File: src/rtl/icache_axi_refill_if.sv
// Bundle of cache miss-path and AXI3 read-channel signals between the I-cache,
// the refill engine (master modport) and the memory side (slave modport).
interface icache_axi_refill_if #(
  parameter int OFFSET_LEN = 5
);
  localparam int WORDS = 1 << (OFFSET_LEN - 2);

  logic                   mem_read_req;
  logic [31:0]            mem_addr;
  logic                   mem_gnt;
  logic [WORDS-1:0][31:0] ins;
  logic                   refill_err;

  logic [3:0]  arid;
  logic [31:0] araddr;
  logic [3:0]  arlen;
  logic [2:0]  arsize;
  logic [1:0]  arburst;
  logic [1:0]  arlock;
  logic [3:0]  arcache;
  logic [2:0]  arprot;
  logic        arvalid;
  logic        arready;
  logic [31:0] rdata;
  logic [1:0]  rresp;
  logic        rlast;
  logic        rvalid;
  logic        rready;

  modport master (
    input  mem_read_req, mem_addr, arready, rdata, rresp, rlast, rvalid,
    output mem_gnt, ins, refill_err, arid, araddr, arlen, arsize, arburst,
           arlock, arcache, arprot, arvalid, rready
  );

  modport slave (
    output mem_read_req, mem_addr, arready, rdata, rresp, rlast, rvalid,
    input  mem_gnt, ins, refill_err, arid, araddr, arlen, arsize, arburst,
           arlock, arcache, arprot, arvalid, rready
  );
endinterface

File: src/rtl/icache_axi_refill.sv
// I-cache line refill engine: one AXI3 INCR burst per miss, beats assembled into
// a registered line, handed back with a single-cycle grant (plus error flag).
module icache_axi_refill #(
  parameter int         OFFSET_LEN = 5,
  parameter logic [3:0] AXI_ID     = 4'd0
) (
  input  logic                clk,
  input  logic                rst,
  icache_axi_refill_if.master bus
);
  localparam int WORDS = 1 << (OFFSET_LEN - 2);
  localparam int BW    = $clog2(WORDS) + 1;

  typedef enum logic [2:0] {S_IDLE, S_AR, S_R, S_DONE, S_HOLD} state_t;

  state_t r_state, w_next_state;

  logic r_arvalid, w_arvalid_next;
  logic r_rready, w_rready_next;
  logic r_mem_gnt, w_mem_gnt_next;
  logic r_refill_err, w_refill_err_next;

  logic [31:0]    r_araddr;
  logic [BW-1:0]  r_beat;
  logic           r_err;
  logic [31:0]    r_ins [WORDS];
  logic [WORDS-1:0][31:0] w_ins;

  logic          w_beat_fire;
  logic          w_room;
  logic          w_beat_err;
  logic [BW-1:0] w_count_final;
  logic          w_err_final;

  // Only the line-aligned part of the request address is used.
  wire w_unused = &{1'b0, bus.mem_addr[OFFSET_LEN-1:0]};

  assign w_beat_fire   = (r_state == S_R) && bus.rvalid;
  assign w_room        = (r_beat < BW'(WORDS));
  assign w_beat_err    = (bus.rresp != 2'b00) || !w_room;
  assign w_count_final = w_room ? (r_beat + BW'(1)) : r_beat;
  // Error state including the beat accepted this cycle and the final count check.
  assign w_err_final   = r_err || w_beat_err || (w_count_final != BW'(WORDS));

  always_ff @(posedge clk) begin
    if (rst) begin
      r_state      <= S_IDLE;
      r_arvalid    <= 1'b0;
      r_rready     <= 1'b0;
      r_mem_gnt    <= 1'b0;
      r_refill_err <= 1'b0;
    end else begin
      r_state      <= w_next_state;
      r_arvalid    <= w_arvalid_next;
      r_rready     <= w_rready_next;
      r_mem_gnt    <= w_mem_gnt_next;
      r_refill_err <= w_refill_err_next;
    end
  end

  always_comb begin
    w_next_state      = r_state;
    w_arvalid_next    = 1'b0;
    w_rready_next     = 1'b0;
    w_mem_gnt_next    = 1'b0;
    w_refill_err_next = 1'b0;
    case (r_state)
      S_IDLE: begin
        if (bus.mem_read_req) begin
          w_next_state   = S_AR;
          w_arvalid_next = 1'b1;
        end
      end
      S_AR: begin
        if (bus.arready) begin
          w_next_state  = S_R;
          w_rready_next = 1'b1;
        end else begin
          w_arvalid_next = 1'b1;
        end
      end
      S_R: begin
        // Completion follows rlast alone; short or long bursts just flag an error.
        if (w_beat_fire && bus.rlast) begin
          w_next_state      = S_DONE;
          w_mem_gnt_next    = bus.mem_read_req;
          w_refill_err_next = bus.mem_read_req && w_err_final;
        end else begin
          w_rready_next = 1'b1;
        end
      end
      S_DONE: w_next_state = S_HOLD;
      S_HOLD: begin
        if (!bus.mem_read_req) begin
          w_next_state = S_IDLE;
        end
      end
      default: w_next_state = S_IDLE;
    endcase
  end

  always_ff @(posedge clk) begin
    if (rst) begin
      r_araddr <= 32'd0;
      r_beat   <= '0;
      r_err    <= 1'b0;
    end else begin
      if ((r_state == S_IDLE) && bus.mem_read_req) begin
        r_araddr <= {bus.mem_addr[31:OFFSET_LEN], {OFFSET_LEN{1'b0}}};
        r_beat   <= '0;
        r_err    <= 1'b0;
      end
      if (w_beat_fire) begin
        if (w_room) begin
          r_beat <= r_beat + BW'(1);
        end
        if (w_beat_err) begin
          r_err <= 1'b1;
        end
      end
    end
  end

  // Each line word captures only its own beat, so untouched words keep old data.
  generate
    for (genvar gi = 0; gi < WORDS; gi++) begin : g_word
      always_ff @(posedge clk) begin
        if (rst) begin
          r_ins[gi] <= 32'd0;
        end else if (w_beat_fire && (r_beat == BW'(gi))) begin
          r_ins[gi] <= bus.rdata;
        end
      end
    end
  endgenerate

  always_comb begin
    w_ins = '0;
    for (int i = 0; i < WORDS; i++) begin
      w_ins[i] = r_ins[i];
    end
  end

  assign bus.ins        = w_ins;
  assign bus.mem_gnt    = r_mem_gnt;
  assign bus.refill_err = r_refill_err;
  assign bus.arvalid    = r_arvalid;
  assign bus.rready     = r_rready;
  assign bus.araddr     = r_araddr;
  assign bus.arid       = AXI_ID;
  assign bus.arlen      = 4'(WORDS - 1);
  assign bus.arsize     = 3'b010;
  assign bus.arburst    = 2'b01;
  assign bus.arlock     = 2'b00;
  assign bus.arcache    = 4'b0000;
  assign bus.arprot     = 3'b000;
endmodule

File: src/flat_wrapper.sv
// flat-port wrapper written by rule: the top's interface ports become plain ports
module icache_axi_refill_flat 
#(
  parameter int         OFFSET_LEN = 5,
  parameter logic [3:0] AXI_ID     = 4'd0
)
  (clk, rst, bus_mem_read_req, bus_mem_addr, bus_arready, bus_rdata, bus_rresp, bus_rlast, bus_rvalid, bus_mem_gnt, bus_ins, bus_refill_err, bus_arid, bus_araddr, bus_arlen, bus_arsize, bus_arburst, bus_arlock, bus_arcache, bus_arprot, bus_arvalid, bus_rready);
  icache_axi_refill_if #(.OFFSET_LEN(OFFSET_LEN)) bus_i ();
  input  logic clk;
  input  logic rst;
  input wire logic [$bits(bus_i.mem_read_req)-1:0] bus_mem_read_req;
  input wire logic [$bits(bus_i.mem_addr)-1:0] bus_mem_addr;
  input wire logic [$bits(bus_i.arready)-1:0] bus_arready;
  input wire logic [$bits(bus_i.rdata)-1:0] bus_rdata;
  input wire logic [$bits(bus_i.rresp)-1:0] bus_rresp;
  input wire logic [$bits(bus_i.rlast)-1:0] bus_rlast;
  input wire logic [$bits(bus_i.rvalid)-1:0] bus_rvalid;
  output wire logic [$bits(bus_i.mem_gnt)-1:0] bus_mem_gnt;
  output wire logic [$bits(bus_i.ins)-1:0] bus_ins;
  output wire logic [$bits(bus_i.refill_err)-1:0] bus_refill_err;
  output wire logic [$bits(bus_i.arid)-1:0] bus_arid;
  output wire logic [$bits(bus_i.araddr)-1:0] bus_araddr;
  output wire logic [$bits(bus_i.arlen)-1:0] bus_arlen;
  output wire logic [$bits(bus_i.arsize)-1:0] bus_arsize;
  output wire logic [$bits(bus_i.arburst)-1:0] bus_arburst;
  output wire logic [$bits(bus_i.arlock)-1:0] bus_arlock;
  output wire logic [$bits(bus_i.arcache)-1:0] bus_arcache;
  output wire logic [$bits(bus_i.arprot)-1:0] bus_arprot;
  output wire logic [$bits(bus_i.arvalid)-1:0] bus_arvalid;
  output wire logic [$bits(bus_i.rready)-1:0] bus_rready;
  assign bus_i.mem_read_req = bus_mem_read_req;
  assign bus_i.mem_addr = bus_mem_addr;
  assign bus_i.arready = bus_arready;
  assign bus_i.rdata = bus_rdata;
  assign bus_i.rresp = bus_rresp;
  assign bus_i.rlast = bus_rlast;
  assign bus_i.rvalid = bus_rvalid;
  assign bus_mem_gnt = bus_i.mem_gnt;
  assign bus_ins = bus_i.ins;
  assign bus_refill_err = bus_i.refill_err;
  assign bus_arid = bus_i.arid;
  assign bus_araddr = bus_i.araddr;
  assign bus_arlen = bus_i.arlen;
  assign bus_arsize = bus_i.arsize;
  assign bus_arburst = bus_i.arburst;
  assign bus_arlock = bus_i.arlock;
  assign bus_arcache = bus_i.arcache;
  assign bus_arprot = bus_i.arprot;
  assign bus_arvalid = bus_i.arvalid;
  assign bus_rready = bus_i.rready;
  icache_axi_refill #(.OFFSET_LEN(OFFSET_LEN), .AXI_ID(AXI_ID)) u_core (.clk(clk), .rst(rst), .bus(bus_i));
endmodule
File: config.mk
export PLATFORM = sky130hd
export DESIGN_NAME = icache_axi_refill_flat
export DESIGN_NICKNAME = d
export VERILOG_FILES = /design/src/rtl/icache_axi_refill_if.sv /design/src/rtl/icache_axi_refill.sv /design/src/flat_wrapper.sv
export SDC_FILE = /design/constraint.sdc
export NUM_CORES = 1
export LEC_CHECK = 0
export BUFFER_PORTS_ARGS = -buffer_cell sky130_fd_sc_hd__buf_2
export CAP_MARGIN = 20
export CORE_AREA = 2 2 160 162
export CTS_CLUSTER_SIZE = 30
export DETAILED_ROUTE_END_ITERATION = 6
export DIE_AREA = 0 0 162 164
export PLACE_DENSITY = 0.79
export SKIP_CTS_REPAIR_TIMING = 1
export SKIP_LAST_GASP = 1
export SLEW_MARGIN = 20
export SYNTH_ARGS = -nofsm -noshare
export SYNTH_HDL_FRONTEND = slang
export SYNTH_SLANG_ARGS = --single-unit
File: constraint.sdc
create_clock -name clk -period 2.8 [get_ports clk]
set_input_delay 0.28 -clock clk [delete_from_list [all_inputs] [get_ports clk]]
set_output_delay 0.28 -clock clk [all_outputs]
set_load 0.01 [all_outputs]
==> summary.md, run 1 <==
| Metric | Value |
|---|---|
| Outcome | `complete, but fails checks` |
| Failing checks | `hold timing` |
| Antenna violations before repair | `5` |
| Initial Utilization | `between 40 and 50%` |
| DR WL/cell | `20.0 µm` |
| Setup TNS Final | `0 ps` |
| Final WL | `31200 µm` |
| Num Clock Sinks | `295` |
| Cell depth of the worst flop-to-flop path | `4` |
| Slew headroom | `~44%` |
| Top Ports | `just under 400` |
| Largest cells by area after synthesis | `edfxtp_1, nor2_1, dfxtp_1` |
| Clk buf depth | `3` |
| Clock root buffer | `clkbuf_16` |
| Register area share after synthesis | `77.1%` |
| Hold WC Path Type | `in2reg` |
| Post-route ant nets | `0` |
| Final Hold Fails | `1` |
| Fin nets | `1285` |
| Die Span X | `approximately 160 µm` |
| Grt total ovfl | `0` |
| Clk_skew | `~6.3 ps` |
| Unrepaired setup endpoints after global routing | `no` |
| Post-route cell area | `14200 µm²` |
| Core footprint | `24800 µm²` |
| Pre-antenna DRT Iters | `5` |
| HPWL Detailed | `roughly 21000 µm` |
| CTS tree | `done` |
| Post-route minimum period | `~2300 ps` |
| Max Cap Violations | `0` |
| Vias in the first global route | `7330` |
| DRC | `0` |
| Arrival @ worst endpoint | `2510 ps` |
| Largest net degree at the start of global routing | `65` |
| Area of the multi-input gates | `2160 µm²` |
| CP Data Required Time | `3060 ps` |
| CP Class | `reg2reg` |
| Final Hold Slack | `-13.5 ps` |
| Final slew viol count | `0` |
| Mapped Area | `11000 µm²` |
| Cts bufs inserted | `30` |
| FP Rows | `58` |
| Final Cycle Share | `80.6%` |
| Crit end category | `register` |
| Yosys top cell area share | `a little over two thirds` |
| Setup violators final | `0` |
| Placed instance area | `13000 µm²` |
| First-pass GRT wire length | `roughly 44000 µm` |
| Syn-to-layout area delta | `29.5%` |
| Die footprint | `26600 µm²` |
| Leak pwr | `between 5 and 6 nW` |
| Starting DRT DRC Count | `811` |
| Synth Register Bits | `295` |
| Tot GR Track Use | `22.2%` |
| Count of cell types in the netlist | `37` |
| Crit start category | `register` |
| DR vias | `7742` |
| Clock transition at path regs | `70 ps` |
| Worst slew pin tran | `847 ps` |
| Yosys warns | `0` |
| IO Port Bufs | `353` |
| Maximum fanout along the worst path | `64` |
| Synthesized area per cell | `roughly 13 µm²` |
| Cells after Synth | `around 840` |
| Register Area | `between 8000 and 9000 µm²` |
| Clock latency on the worst-skew pair | `540 ps` |
| Final core utilization | `57.3%` |
| Layout cells sized above 1 | `a little over a third` |
| Area leader, netlist | `edfxtp_1` |
| Die height | `164 µm` |
| Pwr dens | `slightly below 700 nW/µm²` |
| Filler Cells Inserted | `1994` |
| Maximum VDD drop | `0.463 mV` |
| Hold path cells | `3` |
| Vias/cell | `4.95` |
| F_max | `443 MHz` |
| Routability congestion estimate | `0.812` |
| H-tree levels | `1` |
cells in the mapped netlist:
| cell type | instances |
|---|---|
| nor2_1 | 259 |
| edfxtp_1 | 256 |
| nand2_1 | 125 |
| dfxtp_1 | 39 |
| a21oi_1 | 33 |
| buf_4 | 29 |
| buf_2 | 26 |
| clkbuf_1 | 13 |
| buf_6 | 9 |
| ha_1 | 4 |
| o21bai_1 | 4 |
| a31o_2 | 3 |
| inv_1 | 3 |
| nand2b_1 | 3 |
| nand3b_1 | 3 |
| o211ai_1 | 3 |
| a211oi_1 | 2 |
| conb_1 | 2 |
| nand3_1 | 2 |
| a21o_1 | 1 |
| a22oi_4 | 1 |
| and4b_1 | 1 |
| and4bb_2 | 1 |
| nand4bb_1 | 1 |
| nor2_2 | 1 |
| nor3_1 | 1 |
| nor3b_1 | 1 |
| nor3b_2 | 1 |
| nor4_1 | 1 |
| nor4b_4 | 1 |
| nor4bb_1 | 1 |
| o311ai_0 | 1 |
| o31ai_1 | 1 |
| or3_1 | 1 |
| or4b_4 | 1 |
| or4bb_1 | 1 |
| xnor2_1 | 1 |
logic make-up after synthesis:
logic type / share of synthesized area (%)
buf+inv: 4.64
flops: 77.1
other cells: 0.0684
fa+ha+maj: 0.456
xor+xnor: 0.0798
compound gates: 2.77
simple gates: 14.8
layout make-up:
class	count	area share [%]
flip-flops and latches	295	59.6
multi-input cells	486	15.2
repair buffers	393	15.0
clock buffers	33	5.51
well taps	330	2.90
clock inverters	22	1.66
inverters	3	0.0792
diodes	2	0.0352
critical path: stages (launching register included):
cell and delay [ps]:
dfxtp_1 530, and4bb_2 410, nand2_2 150, buf_4 590
nor2_1 160
routing by layer:
layer  global-route usage, %  vias up  part of all wire [%]
li1                        -     3534                     -
met1                    24.7     3638                    34
met2                    41.3      496                    53
met3                    5.91       68                    10
met4                    7.56        6                   3.1
met5                       0        -                  0.15
sequential cells by signal, indices dropped and copies added (netlist names):
register	count
u_core.r_beat	4
u_core.bus.mem_gnt	1
u_core.bus.refill_err	1
u_core.r_err	1
u_core.r_state	3
u_core.bus.rready	1
u_core.bus.arvalid	1
u_core.r_ins	256
u_core.bus.araddr	27
where the power goes:
group / internal (mW) / switching, mW
registers: 4.93 / 0.0667
clock network: 2.40 / 1.69
logic: 0.226 / 0.436
total: 7.56 / 2.19
cell usage in the layout, fill, tap and decap left out, drive strengths merged, types with 4 or more instances in the layout:
cell type,netlist,final
nor2,260,260
buf,64,369
dfxtp,39,39
bufinv,0,4
inv,3,7
conb,2,27
clkinv,0,12
a21oi,33,33
clkbuf,13,33
nand2,125,125
dlygate4sd3,0,24
ha,4,4
edfxtp,256,256
o21bai,4,4
final timing paths:
kind / start / end / slack, ps
setup / recovery: u_core.r_state[0] / u_core.r_ins[0][127] / 540
hold / removal: bus_mem_addr[24] / u_core.bus.araddr[24] / -10
setup reg to reg: u_core.r_state[0] / u_core.r_ins[0][127] / 540
hold reg to reg: u_core.bus.araddr[9] / u_core.bus.araddr[9] / 450
through the flow:
step | setup slack (ps) | power, mW | instances
floorplan | -162 | 5.42 | 861
global placement | 689 | 5.72 | 1483
detailed placement | 585 | 5.73 | 1483
CTS | 583 | 9.78 | 1538
global route | 461 | 10.0 | 1563
finish | 542 | 9.75 | 1564
Note: power is estimated with default switching activity, not from simulation.
==> run 2: changes to the inputs <==
==> constraint.sdc (replaced) <==
create_clock -name clk -period 1.9 [get_ports clk]
set_input_delay 0.19 -clock clk [delete_from_list [all_inputs] [get_ports clk]]
set_output_delay 0.19 -clock clk [all_outputs]
set_load 0.01 [all_outputs]
==> run 2 against run 1 <==
The flow still finishes with violations (hold timing). Final area is 1.9% higher. Clock power is 50% higher. Sequential power is 47% higher. Critical endpoint is now u_core.r_ins[1][29]. Clock skew is 5.2 ps higher. Global-route usage is 0.071 points higher. Worst hold slack worse by 8.7 ps. Worst setup slack worse by 290 ps.
==> summary.md, run 2 (synthesis results as in run 1) <==
| Metric | Value |
|---|---|
| Top Ports | `386 (unchanged)` |
| Core footprint | `24800 µm² (unchanged)` |
| Filler Cells Inserted | `1925 (was 1994)` |
| Commonest cells after routing, fill and taps aside | `buf_2, nor2_1, edfxtp_1 (unchanged)` |
| Num Clock Sinks | `295 (unchanged)` |
| Final slew viol count | `0 (unchanged)` |
| Clk buf depth | `3 (unchanged)` |
| Syn-to-layout area delta | `32.0% (was 29.5%)` |
| First-pass GRT wire length | `43900 µm (about the same)` |
| Setup violators final | `0 (unchanged)` |
| Failing checks | `hold timing (unchanged)` |
| Setup TNS Final | `0 ps (unchanged)` |
| Vias/cell | `4.94 (was 4.95)` |
| Leak pwr | `5.93 nW (was 5.81 nW)` |
| Outcome | `complete, but fails checks (unchanged)` |
| Maximum fanout along the worst path | `32 (was 64)` |
| Area of the multi-input gates | `2160 µm² (unchanged)` |
| Pre-antenna DRT Iters | `5 (unchanged)` |
| Crit end category | `register (unchanged)` |
| Post-route cell area | `14500 µm² (was 14200 µm²)` |
| Post-route ant nets | `0 (unchanged)` |
| HPWL Detailed | `21100 µm (was 20800 µm)` |
| Final Cycle Share | `86.6% (was 80.6%)` |
| FF-to-FF Start | `u_core.r_state[2] (was u_core.r_state[0])` |
| CTS tree | `done (unchanged)` |
| Overall Power | `14.5 mW (was 9.75 mW)` |
| Crit. Startpoint | `u_core.r_state[2] (was u_core.r_state[0])` |
| Placed instance area | `13100 µm² (was 13000 µm²)` |
| CP Data Required Time | `2140 ps (was 3060 ps)` |
| F_max | `607 MHz (was 443 MHz)` |
| Combinational share of power | `7.1% (was 6.8%)` |
| Maximum VDD drop | `0.673 mV (was 0.463 mV)` |
| CP Class | `reg2reg (unchanged)` |
| Grt total ovfl | `0 (unchanged)` |
| DR WL/cell | `20.0 µm (about the same)` |
| Post-route minimum period | `1650 ps (was 2260 ps)` |
| H-tree levels | `1 (unchanged)` |
| Hold Crit Start | `bus_rresp[0] (was bus_mem_addr[24])` |
| Die height | `164 µm (unchanged)` |
| Final Hold Fails | `1 (unchanged)` |
| Antenna violations before repair | `7 (was 5)` |
| Cell depth of the worst flop-to-flop path | `4 (unchanged)` |
| Final WL | `31500 µm (was 31200 µm)` |
| Routability congestion estimate | `0.852 (was 0.812)` |
| Number of flip-flops in the largest register | `256 (unchanged)` |
| Die footprint | `26600 µm² (unchanged)` |
| Clock latency on the worst-skew pair | `550 ps (was 540 ps)` |
| Register Area | `8470 µm² (unchanged)` |
| FP Rows | `58 (unchanged)` |
| Hold path cells | `3 (unchanged)` |
| Most common cell after layout, fill and taps aside | `buf_2 (unchanged)` |
| Clock transition at path regs | `60 ps (was 70 ps)` |
| DP Worst Slack | `263 ps (was 585 ps)` |
| Fin worst setup slack | `254 ps (was 542 ps)` |
| Unrepaired setup endpoints after global routing | `no (unchanged)` |
| Largest net degree at the start of global routing | `65 (unchanged)` |
| Placed cell count | `1490 (was 1483)` |
| Cts bufs inserted | `30 (unchanged)` |
| Arrival @ worst endpoint | `1880 ps (was 2510 ps)` |
| Sw Pwr | `3.21 mW (was 2.19 mW)` |
| Vias in the first global route | `7250 (was 7330)` |
| Clock root buffer | `clkbuf_16 (unchanged)` |
| DRC | `0 (unchanged)` |
| Share of power burned in registers | `50.7% (was 51.3%)` |
| DR vias | `7798 (was 7742)` |
| Starting DRT DRC Count | `730 (was 811)` |
| Non-Filler Instances | `1579 (was 1564)` |
| Crit start category | `register (unchanged)` |
| Switching part of the total | `22.2% (was 22.5%)` |
| Die Span X | `162 µm (unchanged)` |
| Pwr dens | `1000 nW/µm² (was 686 nW/µm²)` |
| Clk_skew | `11.5 ps (was 6.30 ps)` |
| Tot GR Track Use | `22.3% (was 22.2%)` |
| Largest register by flop count | `u_core.r_ins (unchanged)` |
| Final core utilization | `58.4% (was 57.3%)` |
| Initial Utilization | `44.2% (unchanged)` |
| Clock power share | `42.2% (was 41.9%)` |
| Internal cell power | `11.3 mW (was 7.56 mW)` |
| Hold WC Path Type | `in2reg (unchanged)` |
| Layout cells sized above 1 | `35.5% (was 35.3%)` |
| IO Port Bufs | `353 (unchanged)` |
| Max Cap Violations | `0 (unchanged)` |
| Final Hold Slack | `-22.2 ps (was -13.5 ps)` |
| Fin nets | `1298 (was 1285)` |
[run 2: cell types whose count changed in the layout (fill, tap and decap cells not counted)]
| cell | delta |
|---|---|
| clkbuf_1 | -1 |
| bufinv_16 | +1 |
| clkinv_1 | +1 |
| inv_8 | -1 |
| clkinvlp_4 | +1 |
| diode_2 | +2 |
| dlygate4sd3_1 | +6 |
| buf_12 | +11 |
| clkinv_4 | -3 |
| inv_6 | +2 |
| buf_4 | -4 |
[run 2: critical path, cell delays in order (launching register included)]
cell and delay, ps:
dfxtp_1 310, and4bb_2 450, nand2_2 140, o21bai_4 180, buf_12 220
[run 2: routing by layer]
metal	track usage (%)	up-vias	routed length (µm)
met4	5.35	10	608
met3	6.44	52	3230
met2	42.1	478	16800
met1	24.8	3682	10800
li1	-	3576	-
met5	0	-	68
[run 2: worst paths after layout]
kind | to | slack [ps]
setup reg to reg | u_core.r_ins[1][29] | 250
hold reg to reg | u_core.bus.araddr[7] | 450
setup / recovery | u_core.r_ins[1][29] | 250
hold / removal | u_core.r_err | -20
[run 2: power groups by stage]
stage / sequential [mW] / clock (mW) / combinational, mW
2_1_floorplan: 7.62 / 0 / 0.376
3_3_place_gp: 7.49 / 0 / 0.975
3_5_place_dp: 7.49 / 0 / 0.980
4_1_cts: 7.36 / 6.20 / 0.983
5_1_grt: 7.37 / 6.45 / 1.10
6_report: 7.36 / 6.13 / 1.02
[run 2: final cells by class]
class	count	area share [%]
well taps	330	2.85
inverters	3	0.0777
repair buffers	406	16.5
multi-input cells	486	14.9
flip-flops and latches	295	58.4
diodes	4	0.0691
clock inverters	23	1.78
clock buffers	32	5.38
==> run 3: changes to the inputs <==
--- a/config.mk
+++ b/config.mk
@@ -5,6 +5,7 @@
 export SDC_FILE = /design/constraint.sdc
 export NUM_CORES = 1
 export LEC_CHECK = 0
+export ABC_AREA = 1
 export BUFFER_PORTS_ARGS = -buffer_cell sky130_fd_sc_hd__buf_2
 export CAP_MARGIN = 20
 export CORE_AREA = 2 2 160 162
==> run 3 against run 2 <==
The flow finishes with violations (hold timing, setup timing). Via count fell by 0.60%. Routed wire length fell by 2.4%. Critical endpoint is now u_core.r_ins[0][40]. Flip-flop and latch count did not move. Sequential share of layout area fell by 0.50 points. Largest cell class unchanged. Largest power group unchanged. Die area did not move. Highest routed layer is now met4. Critical path type unchanged. Global-route usage fell by 1.2 points.
==> summary.md, run 3 <==
| Metric | Value |
|---|---|
| Clk buf depth | `3 (unchanged)` |
| Register Area | `8470 µm² (unchanged)` |
| H-tree levels | `1 (unchanged)` |
| Fin nets | `1311 (was 1298)` |
| Crit end category | `register (unchanged)` |
| Num Clock Sinks | `295 (unchanged)` |
| Failing checks | `hold timing, setup timing (was hold timing)` |
| Final Hold Fails | `1 (unchanged)` |
| DP Worst Slack | `-79.1 ps (was 263 ps)` |
| Vias in the first global route | `7251 (was 7250)` |
| DRC | `0 (unchanged)` |
| Outcome | `complete, but fails checks (unchanged)` |
| Syn-to-layout area delta | `32.9% (was 32.0%)` |
| FF-to-FF Start | `u_core.r_beat[1] (was u_core.r_state[2])` |
| Most common cell after layout, fill and taps aside | `buf_2 (unchanged)` |
| DR vias | `7751 (was 7798)` |
| DR WL/cell | `19.4 µm (was 20.0 µm)` |
| Area of the multi-input gates | `2060 µm² (was 2160 µm²)` |
| Unrepaired setup endpoints after global routing | `yes (was no)` |
| Pre-antenna DRT Iters | `5 (unchanged)` |
| Cts bufs inserted | `30 (unchanged)` |
| Placed cell count | `1500 (was 1490)` |
| Die height | `164 µm (unchanged)` |
| Flop2flop setup slack | `-4 ps (was 250 ps)` |
| HPWL Detailed | `19900 µm (was 21100 µm)` |
| Post-route cell area | `14600 µm² (was 14500 µm²)` |
| Die Span X | `162 µm (unchanged)` |
| Register area share after synthesis | `77.0% (was 77.1%)` |
| Non-Filler Instances | `1584 (was 1579)` |
| Largest register by flop count | `u_core.r_ins (unchanged)` |
| Synth async-reset ratio | `0% (unchanged)` |
| F_max | `525 MHz (was 607 MHz)` |
| Crit start category | `register (unchanged)` |
| Cell depth of the worst flop-to-flop path | `5 (was 4)` |
| EDFF count, synth | `256 (unchanged)` |
| Area leader, netlist | `edfxtp_1 (unchanged)` |
| Worst slew pin tran | `527 ps` |
| Synth cell count leaders | `nor2_1, edfxtp_1, inv_1, dfxtp_1, o21ai_0 (was nor2_1, edfxtp_1, nand2_1, dfxtp_1, a21oi_1)` |
| Antenna diodes | `0 (was 4)` |
| Initial Utilization | `44.3% (was 44.2%)` |
| CP Data Required Time | `2150 ps (was 2140 ps)` |
| Largest net degree at the start of global routing | `33 (was 65)` |
| Top Ports | `386 (unchanged)` |
| Leak pwr | `6.59 nW (was 5.93 nW)` |
| Final slew viol count | `0 (unchanged)` |
| Arrival @ worst endpoint | `2150 ps (was 1880 ps)` |
| Clock latency on the worst-skew pair | `550 ps (about the same)` |
| Synthesized area per cell | `13.4 µm² (was 13.1 µm²)` |
| Post-route ant nets | `0 (unchanged)` |
| Antenna violations before repair | `0 (was 7)` |
| Setup violators final | `4 (was 0)` |
| Mapped Area | `11000 µm² (about the same)` |
| Grt total ovfl | `0 (unchanged)` |
| Final Hold Slack | `-6.77 ps (was -22.2 ps)` |
| Synth Register Bits | `295 (unchanged)` |
| CP Class | `reg2reg (unchanged)` |
| Starting DRT DRC Count | `721 (was 730)` |
| Count of cell types in the netlist | `25 (was 37)` |
| Clock transition at path regs | `60 ps (about the same)` |
| Hold path cells | `3 (unchanged)` |
| Max Cap Violations | `0 (unchanged)` |
| CTS tree | `done (unchanged)` |
| Tot GR Track Use | `21.1% (was 22.3%)` |
| Commonest cells after routing, fill and taps aside | `buf_2, nor2_1, edfxtp_1 (unchanged)` |
| Yosys top cell area share | `69.9% (was 70.0%)` |
| Clk_skew | `11.1 ps (was 11.5 ps)` |
| Clock root buffer | `clkbuf_16 (unchanged)` |
| Routability congestion estimate | `0.783 (was 0.852)` |
| Core footprint | `24800 µm² (unchanged)` |
| Top_reg_cell synth | `edfxtp_1 (unchanged)` |
| Cells after Synth | `821 (was 836)` |
| Fin worst setup slack | `-4.49 ps (was 254 ps)` |
| Maximum fanout along the worst path | `23 (was 32)` |
| Maximum VDD drop | `0.697 mV (was 0.673 mV)` |
| Largest cells by area after synthesis | `edfxtp_1, nor2_1, dfxtp_1 (unchanged)` |
| Hold Crit Start | `bus_mem_addr[29] (was bus_rresp[0])` |
| Final Cycle Share | `100% (was 86.6%)` |
| R2R Path End | `u_core.r_ins[0][40] (was u_core.r_ins[1][29])` |
| First-pass GRT wire length | `42200 µm (was 43900 µm)` |
| Post-route minimum period | `1900 ps (was 1650 ps)` |
| FP Rows | `58 (unchanged)` |
| Slew headroom | `64.9%` |
| Pwr dens | `1010 nW/µm² (was 1000 nW/µm²)` |
| Layout cells sized above 1 | `36.6% (was 35.5%)` |
| Die footprint | `26600 µm² (unchanged)` |
| Top-count cell post-synth | `nor2_1 (unchanged)` |
| Filler Cells Inserted | `1907 (was 1925)` |
| Vias/cell | `4.89 (was 4.94)` |
| Hold WC Path Type | `in2reg (unchanged)` |
| Final WL | `30800 µm (was 31500 µm)` |
| Hold endpoint | `u_core.bus.araddr[29] (was u_core.r_err)` |
| Number of flip-flops in the largest register | `256 (unchanged)` |
| Yosys warns | `0 (unchanged)` |
| Placed instance area | `13300 µm² (was 13100 µm²)` |
| IO Port Bufs | `353 (unchanged)` |
==> run 3: cell count changes after synthesis, sizes merged, moves of 4 or more <==
cell,previous run,this run
nand4,0,8
nor2,260,322
inv,3,46
nand3,2,8
o21bai,4,0
o21ai,0,38
buf,64,55
a21oi,33,8
clkbuf,13,8
nand2,125,21
==> run 3: per-layer routing <==
layer	global-route usage [%]	vias up	part of all wire [%]	wire length, µm
li1	-	3542	-	-
met1	25.6	3699	37	11400
met2	38.8	454	52	16100
met3	3.81	56	8.4	2580
met4	6.07	0	2.4	745
met5	0	-	0	0
==> run 3: cell families (layout without fill, tap and decap cells) <==
logic type / count (synthesis) / in the layout / share of synthesized area (%)
DFF: 295 / 295 / 77.0
and+or+nand+nor: 363 / 365 / 13.9
adders and majority gates: 4 / 4 / 0.455
other: 2 / 27 / 0.0683
buffers and inverters: 109 / 515 / 6.33
AOI/OAI and AO/OA: 48 / 48 / 2.23
==> run 3: how the worst max path moves through the flow <==
| stage | startpoint | to | slack [ps] |
|---|---|---|---|
| after floorplan | u_core.r_state[2] | u_core.r_ins[0][100] | -210 |
| after global placement | u_core.r_state[0] | u_core.r_ins[0][55] | 20 |
| after detailed placement | u_core.r_state[0] | u_core.r_ins[0][55] | -80 |
| after CTS | u_core.r_state[0] | u_core.r_ins[1][51] | -110 |
| after global routing | u_core.r_beat[1] | u_core.r_ins[0][32] | -90 |
| final | u_core.r_beat[1] | u_core.r_ins[0][40] | -4 |
==> run 3: cell type report <==
type,count,share of cell area [%]
tap,330,2.82
multi-input combinational,444,14.1
clock inverter,19,1.51
inverter,46,1.26
sequential,295,57.9
timing repair buffer,418,17.2
clock buffer,32,5.19
==> run 3: critical path, stage by stage (launching register included) <==
cell and delay [ps]:
dfxtp_1 350, inv_1 110, ha_1 490, nand2_1 190
o21ai_4 230, buf_12 210
==> run 3: per-stage QoR <==
stage | hold WS, ps | total power [mW] | utilization (%) | TNS, ps
after floorplan | 329 | 8.29 | - | -26900
after global placement | 440 | 8.87 | 53.5 | 0
after detailed placement | 446 | 8.90 | 53.5 | -1320
after CTS | -134 | 14.7 | 57.5 | -3110
after global routing | 3.87 | 15.2 | 58.9 | -3940
final | -6.77 | 14.7 | 58.9 | -11.7
==> run 3: where the power goes <==
group | internal, mW | leakage [nW] | switching (mW)
sequential | 7.34 | 2.96 | 0.123
combinational | 0.475 | 3.16 | 0.890
clock | 3.42 | 0.460 | 2.45
